==> src/rtl/seq_alu.sv <==
// rtl/seq_alu.sv - multi-cycle ALU behind the calculator controller's op/busy handshake.
// Add/sub take one CALC cycle; mul is shift-add and div is restoring, WIDTH cycles each (WIDTH >= 2).
module seq_alu #(
  parameter int WIDTH = 4
) (
  input  logic               clk,
  input  logic               rst,
  input  logic [3:0]         op_i,
  input  logic [WIDTH-1:0]   a_i,
  input  logic [WIDTH-1:0]   b_i,
  output logic               busy_o,
  output logic [2*WIDTH-1:0] result_o,
  output logic               div_zero_o
);

  localparam int RW = 2 * WIDTH;
  localparam int CW = $clog2(WIDTH + 1);

  localparam logic [3:0] OP_ADD = 4'b1000;
  localparam logic [3:0] OP_SUB = 4'b0100;
  localparam logic [3:0] OP_MUL = 4'b0010;
  localparam logic [3:0] OP_DIV = 4'b0001;

  typedef enum logic [1:0] {
    S_IDLE,
    S_CALC,
    S_DONE
  } state_t;

  state_t r_state;
  state_t w_state_next;

  logic [3:0]       r_op;
  logic [WIDTH-1:0] r_a;
  logic [WIDTH-1:0] r_b;
  logic [CW-1:0]    r_cnt;
  logic [RW-1:0]    r_result;
  logic             r_div_zero;

  // shift-add multiplier: accumulator, left-shifting multiplicand, LSB-first multiplier
  logic [RW-1:0]    r_acc;
  logic [RW-1:0]    r_mcand;
  logic [WIDTH-1:0] r_mplier;

  // restoring divider: partial remainder and dividend/quotient shift register
  logic [WIDTH-1:0] r_rem;
  logic [WIDTH-1:0] r_quo;

  logic             w_op_valid;
  logic             w_busy;
  logic             w_latch;
  logic             w_step;
  logic             w_write;
  logic             w_set_dz;
  logic [RW-1:0]    w_result_next;

  logic             w_last;
  logic             w_div0;
  logic [RW-1:0]    w_sum;
  logic [RW-1:0]    w_diff_ab;
  logic [RW-1:0]    w_acc_next;
  logic [WIDTH:0]   w_shift;
  logic             w_fits;
  logic [WIDTH-1:0] w_trial;
  logic [WIDTH-1:0] w_rem_next;
  logic [WIDTH-1:0] w_quo_next;

  assign w_op_valid = (op_i == OP_ADD) || (op_i == OP_SUB) ||
                      (op_i == OP_MUL) || (op_i == OP_DIV);

  assign w_last    = (r_cnt == CW'(WIDTH - 1));
  assign w_div0    = (r_b == '0);
  assign w_sum     = {{WIDTH{1'b0}}, r_a} + {{WIDTH{1'b0}}, r_b};
  assign w_diff_ab = {{WIDTH{1'b0}}, r_a} - {{WIDTH{1'b0}}, r_b};

  assign w_acc_next = r_acc + (r_mplier[0] ? r_mcand : '0);

  // when the trial subtraction fits, the true difference is below B, so a WIDTH-bit subtract is exact
  assign w_shift    = {r_rem, r_quo[WIDTH-1]};
  assign w_fits     = (w_shift >= {1'b0, r_b});
  assign w_trial    = w_shift[WIDTH-1:0] - r_b;
  assign w_rem_next = w_fits ? w_trial : w_shift[WIDTH-1:0];
  assign w_quo_next = {r_quo[WIDTH-2:0], w_fits};

  always_comb begin
    w_state_next  = r_state;
    w_busy        = 1'b0;
    w_latch       = 1'b0;
    w_step        = 1'b0;
    w_write       = 1'b0;
    w_set_dz      = 1'b0;
    w_result_next = '0;
    case (r_state)
      S_IDLE: begin
        w_busy = w_op_valid;
        if (w_op_valid) begin
          w_latch      = 1'b1;
          w_state_next = S_CALC;
        end
      end
      S_CALC: begin
        w_busy = 1'b1;
        case (r_op)
          OP_ADD: begin
            w_write       = 1'b1;
            w_result_next = w_sum;
            w_state_next  = S_DONE;
          end
          OP_SUB: begin
            w_write       = 1'b1;
            w_result_next = w_diff_ab;
            w_state_next  = S_DONE;
          end
          OP_MUL: begin
            w_step = 1'b1;
            if (w_last) begin
              w_write       = 1'b1;
              w_result_next = w_acc_next;
              w_state_next  = S_DONE;
            end
          end
          OP_DIV: begin
            if (w_div0) begin
              w_write       = 1'b1;
              w_set_dz      = 1'b1;
              w_result_next = '1;
              w_state_next  = S_DONE;
            end else begin
              w_step = 1'b1;
              if (w_last) begin
                w_write       = 1'b1;
                w_result_next = {w_rem_next, w_quo_next};
                w_state_next  = S_DONE;
              end
            end
          end
          default: w_state_next = S_DONE;
        endcase
      end
      S_DONE: begin
        if (op_i == 4'b0000) begin
          w_state_next = S_IDLE;
        end
      end
      default: w_state_next = S_IDLE;
    endcase
  end

  always_ff @(posedge clk) begin
    if (rst) begin
      r_state <= S_IDLE;
    end else begin
      r_state <= w_state_next;
    end
  end

  always_ff @(posedge clk) begin
    if (rst) begin
      r_op       <= '0;
      r_a        <= '0;
      r_b        <= '0;
      r_cnt      <= '0;
      r_result   <= '0;
      r_div_zero <= 1'b0;
      r_acc      <= '0;
      r_mcand    <= '0;
      r_mplier   <= '0;
      r_rem      <= '0;
      r_quo      <= '0;
    end else begin
      if (w_latch) begin
        r_op     <= op_i;
        r_a      <= a_i;
        r_b      <= b_i;
        r_cnt    <= '0;
        r_acc    <= '0;
        r_mcand  <= {{WIDTH{1'b0}}, a_i};
        r_mplier <= b_i;
        r_rem    <= '0;
        r_quo    <= a_i;
      end
      if (w_step) begin
        r_cnt    <= r_cnt + CW'(1);
        r_acc    <= w_acc_next;
        r_mcand  <= r_mcand << 1;
        r_mplier <= r_mplier >> 1;
        r_rem    <= w_rem_next;
        r_quo    <= w_quo_next;
      end
      if (w_write) begin
        r_result <= w_result_next;
      end
      if (w_set_dz) begin
        r_div_zero <= 1'b1;
      end
    end
  end

  assign busy_o     = w_busy & ~rst;
  assign result_o   = r_result;
  assign div_zero_o = r_div_zero;

endmodule

==> config.mk <==
export PLATFORM = sky130hd
export DESIGN_NAME = seq_alu
export DESIGN_NICKNAME = d
export VERILOG_FILES = /design/src/rtl/seq_alu.sv
export SDC_FILE = /design/constraint.sdc
export NUM_CORES = 1
export LEC_CHECK = 0
export CAP_MARGIN = 10
export CORE_MARGIN = 2
export CORE_UTILIZATION = 50
export DETAILED_ROUTE_END_ITERATION = 16
export PLACE_DENSITY = 0.7
export SYNTH_ARGS = -nofsm -noshare
export SYNTH_HDL_FRONTEND = slang
export SYNTH_SLANG_ARGS = --single-unit
==> constraint.sdc <==
create_clock -name clk -period 2.9 [get_ports clk]
set_input_delay 0.58 -clock clk [delete_from_list [all_inputs] [get_ports clk]]
set_output_delay 0.58 -clock clk [all_outputs]
set_load 0.05 [all_outputs]
==> run metrics <==
die width=85.2 um; endpoints failing setup=0; Critical Path Fanout Max=4; CTS H-tree lvls=2; pwr dens=466 mW/mm2; fin crit share=around nine tenths; worst ir drop on vdd=372 uV; RSZ-0062 raised after global routing=false; leakage power=1.44 nW; Final nets=about 470; Mapped Nets=442; Crit path required time=2.32 ns; crit path capture type=output pin; area delta synth->final=13.8%; DIE HEIGHT=85.2 um; FF-to-FF End=result_o[6]; pin count of the biggest net entering global routing=25; CTS tree=yes; Via density=5.96; Top delay family on crit path=simple AND/OR/NAND/NOR gates; wire length of the first global-routing pass=14300 um; Pwr Total=0.00175 W; Starting Density=between 50% and 60%; Setup Crit Path Kind=primary input to output pin; YS warnings=0; CTS Sinks=54; Clk pwr share=30.1%; standard-cell row count=29; DR vias=roughly 3000; commonest non-fill, non-tap cells in the layout=54 x nand2_1, 54 x dfxtp_1, 46 x a21oi_1; Post-synth EDFFs=0; Gate power share=23.1%; Clock Latency Late Sink=~0.32 ns; switching part of the total=31.7%; GR Overflow Total=0; ys flop type=dfxtp_1; boundary pin count=24; CTS clk-pin slew, worst paths=0.10 ns; post-route ant nets=0; placed wire-length estimate=~6600 um; initial antenna violation count=0; r2r setup slk=a little over 0.4 ns; max-cap violations=0; Post-Route Utilization=approximately three fifths; DP Worst Slack=about 0.072 ns; Int Power=0.00120 W; All-Layer GR Usage=24.8%; crit path time final=between 2 and 3 ns; WHS Endpoint=r_cnt[2]; Core Area=0.00635 mm2; Hold Startpoint=r_cnt[2]; Clock Skews=0.00538 ns; sequential fraction of design power=46.8%; arrival time at the worst endpoint=1.98 ns; status=finished clean; Port Buffers=23; DRC=0; ys async rst share=0%; total CTS buffers=5; post-synth cell types=roughly 60; GPL Wtd Cong=0.882; Crit path buffers/inverters=3; Slew Limit Fails=0; measured slew at the worst slew-check pin=0.606 ns; WHS Path Cells=2; CP Cell Sequence=dlymetal6s2s_1, or3b_2, o211ai_1, a21oi_1, nor3_1, buf_4, buf_12; synthesized flop and latch total=54; DRT Pass-1 Iters=5; Synth Instances=403; Placed Cells=496; Max Fclk=391 MHz; Max-slew headroom=59.1%; PnR worst setup slack=0.340 ns; vias in the first global route=2819; Mean Syn Cell Area=8.19 um2; Total Neg Setup Slack=0 ns; 1st-iter DRT viols=225; hold crit path type=flop to flop; WL final=8570 um; post-synthesis sequential area ratio=32.8%; Netlist Area Pre-Place=0.00330 mm2; CTS root buf=clkbuf_8; launching point of the worst reg2reg path=r_mplier[0]; endpoints failing hold=0; DIE AREA=0.00727 mm2; Psw=0.000555 W; CP Launch Type=primary input; CP max stage delay=0.47 ns; Worst path slowest cell=or3b_2; # diodes=0; Finished Layout Cells=about 500; share of post-route cells with drive strength above 1=8.67%; Wirelength per Cell=between 15 and 20 um; clock tree buffer depth=2; Register-to-Register Path Depth=8
-- timing repair --
item	4_1_cts	5_1_grt
setup buffers	0	0
endpoints found under the setup margin	0	1
hold buffers	0	0
hold endpoints to repair	0	0
gates resized for setup	0	3
-- synthesized netlist by cell type, drive strengths merged (2+ instances only) --
cell type | number | area share (%)
a22oi | 4 | 0.91
xor2 | 5 | 1.3
nor2 | 20 | 2.4
or3 | 4 | 0.76
o21a | 3 | 0.68
a21o | 3 | 0.68
o31ai | 2 | 0.45
nand3 | 30 | 4.6
o311a | 2 | 0.61
o211ai | 2 | 0.45
fa | 4 | 2.4
buf | 10 | 2.0
ha | 21 | 8.0
o311ai | 3 | 0.80
inv | 12 | 1.4
mux2i | 2 | 0.61
clkbuf | 12 | 1.4
nor4 | 2 | 0.38
or2 | 2 | 0.38
nand2b | 5 | 0.95
a211o | 3 | 0.80
or3b | 2 | 0.53
xnor2 | 4 | 1.1
o21ai | 14 | 2.5
nor2b | 6 | 1.1
o21bai | 4 | 0.91
and4 | 2 | 0.53
and2 | 12 | 2.3
nand4b | 2 | 0.53
or4 | 2 | 0.57
a311oi | 11 | 3.1
nand2 | 54 | 6.1
nor3 | 7 | 1.1
a21oi | 47 | 7.5
dfxtp | 54 | 33
a211oi | 7 | 1.6
a31oi | 6 | 1.1
and3 | 5 | 0.95
nor4b | 2 | 1.2
-- power by group through the flow --
stage | Clock, W | Combinational (W) | Sequential [W]
2_1_floorplan | 0 | 0.000263 | 0.000840
3_3_place_gp | 0 | 0.000393 | 0.000834
3_5_place_dp | 0 | 0.000401 | 0.000835
4_1_cts | 0.000532 | 0.000404 | 0.000818
5_1_grt | 0.000564 | 0.000447 | 0.000825
6_report | 0.000526 | 0.000405 | 0.000819
-- state kept, by name, summed over array words and instances (netlist names) --
| name | count |
|---|---|
| r_acc | 8 |
| r_mcand | 8 |
| result_o | 8 |
| r_a | 4 |
| r_b | 4 |
| r_mplier | 4 |
| r_op | 4 |
| r_quo | 4 |
| r_rem | 4 |
| r_cnt | 3 |
| r_state | 2 |
| div_zero_o | 1 |
-- worst reg2reg max path, stage by stage (launching register included) --
cell	delay [ns]
dfxtp_1	0.43
and2_1	0.21
ha_1	0.21
fa_1	0.43
a211oi_1	0.27
o21bai_1	0.12
a21oi_1	0.32
mux2i_1	0.28
a311oi_1	0.11
-- per-stage QoR --
step / area, um2 / hold slack [ns]
detailed placement: 3630 / 0.461
global route: 3750 / 0.496
CTS: 3750 / 0.474
floorplan: 3300 / 0.441
finish: 3750 / 0.472
global placement: 3630 / 0.453
-- worst max-delay path by stage --
stage / to / slack [ns] / start / cells after the start
3_3_place_gp: busy_o / 0.06 / op_i[0] / 7
2_1_floorplan: busy_o / 0.02 / op_i[1] / 4
3_5_place_dp: busy_o / 0.07 / op_i[0] / 7
6_report: busy_o / 0.34 / op_i[1] / 7
4_1_cts: busy_o / 0.06 / op_i[0] / 7
5_1_grt: result_o[6] / 0.26 / r_mplier[0] / 8
-- cells by family (layout without fill, tap and decap cells) --
kind of cell    Yosys count  after routing  share of synthesized area (%)
buf+inv                  34             58                           4.74
compound gates          118            118                           23.9
xor+xnor                  9              9                           2.39
mux                       3              3                          0.948
flops                    54             54                           32.8
simple gates            160            160                           24.9
fa+ha+maj                25             25                           10.4
-- cell type report --
cell class | count | area [um2]
fillers | 588 | 2600
multi-input cells | 315 | 2060
flip-flops and latches | 54 | 1080
repair buffers | 38 | 355
well taps | 77 | 96.3
clock buffers | 5 | 68.8
clock inverters | 3 | 45.0
inverters | 12 | 45.0
-- per-layer routing --
| layer | routed length (um) | share of wire [%] | global-route usage (%) | up-vias |
|---|---|---|---|---|
| met5 | 0 | 0 | 0 | - |
| met3 | 503 | 5.9 | 3.40 | 9 |
| li1 | - | - | - | 1507 |
| met1 | 4010 | 47 | 34.1 | 1414 |
| met4 | 126 | 1.5 | 6.20 | 0 |
| met2 | 3930 | 46 | 41.1 | 73 |
Note: power is estimated with default switching activity, not from simulation.
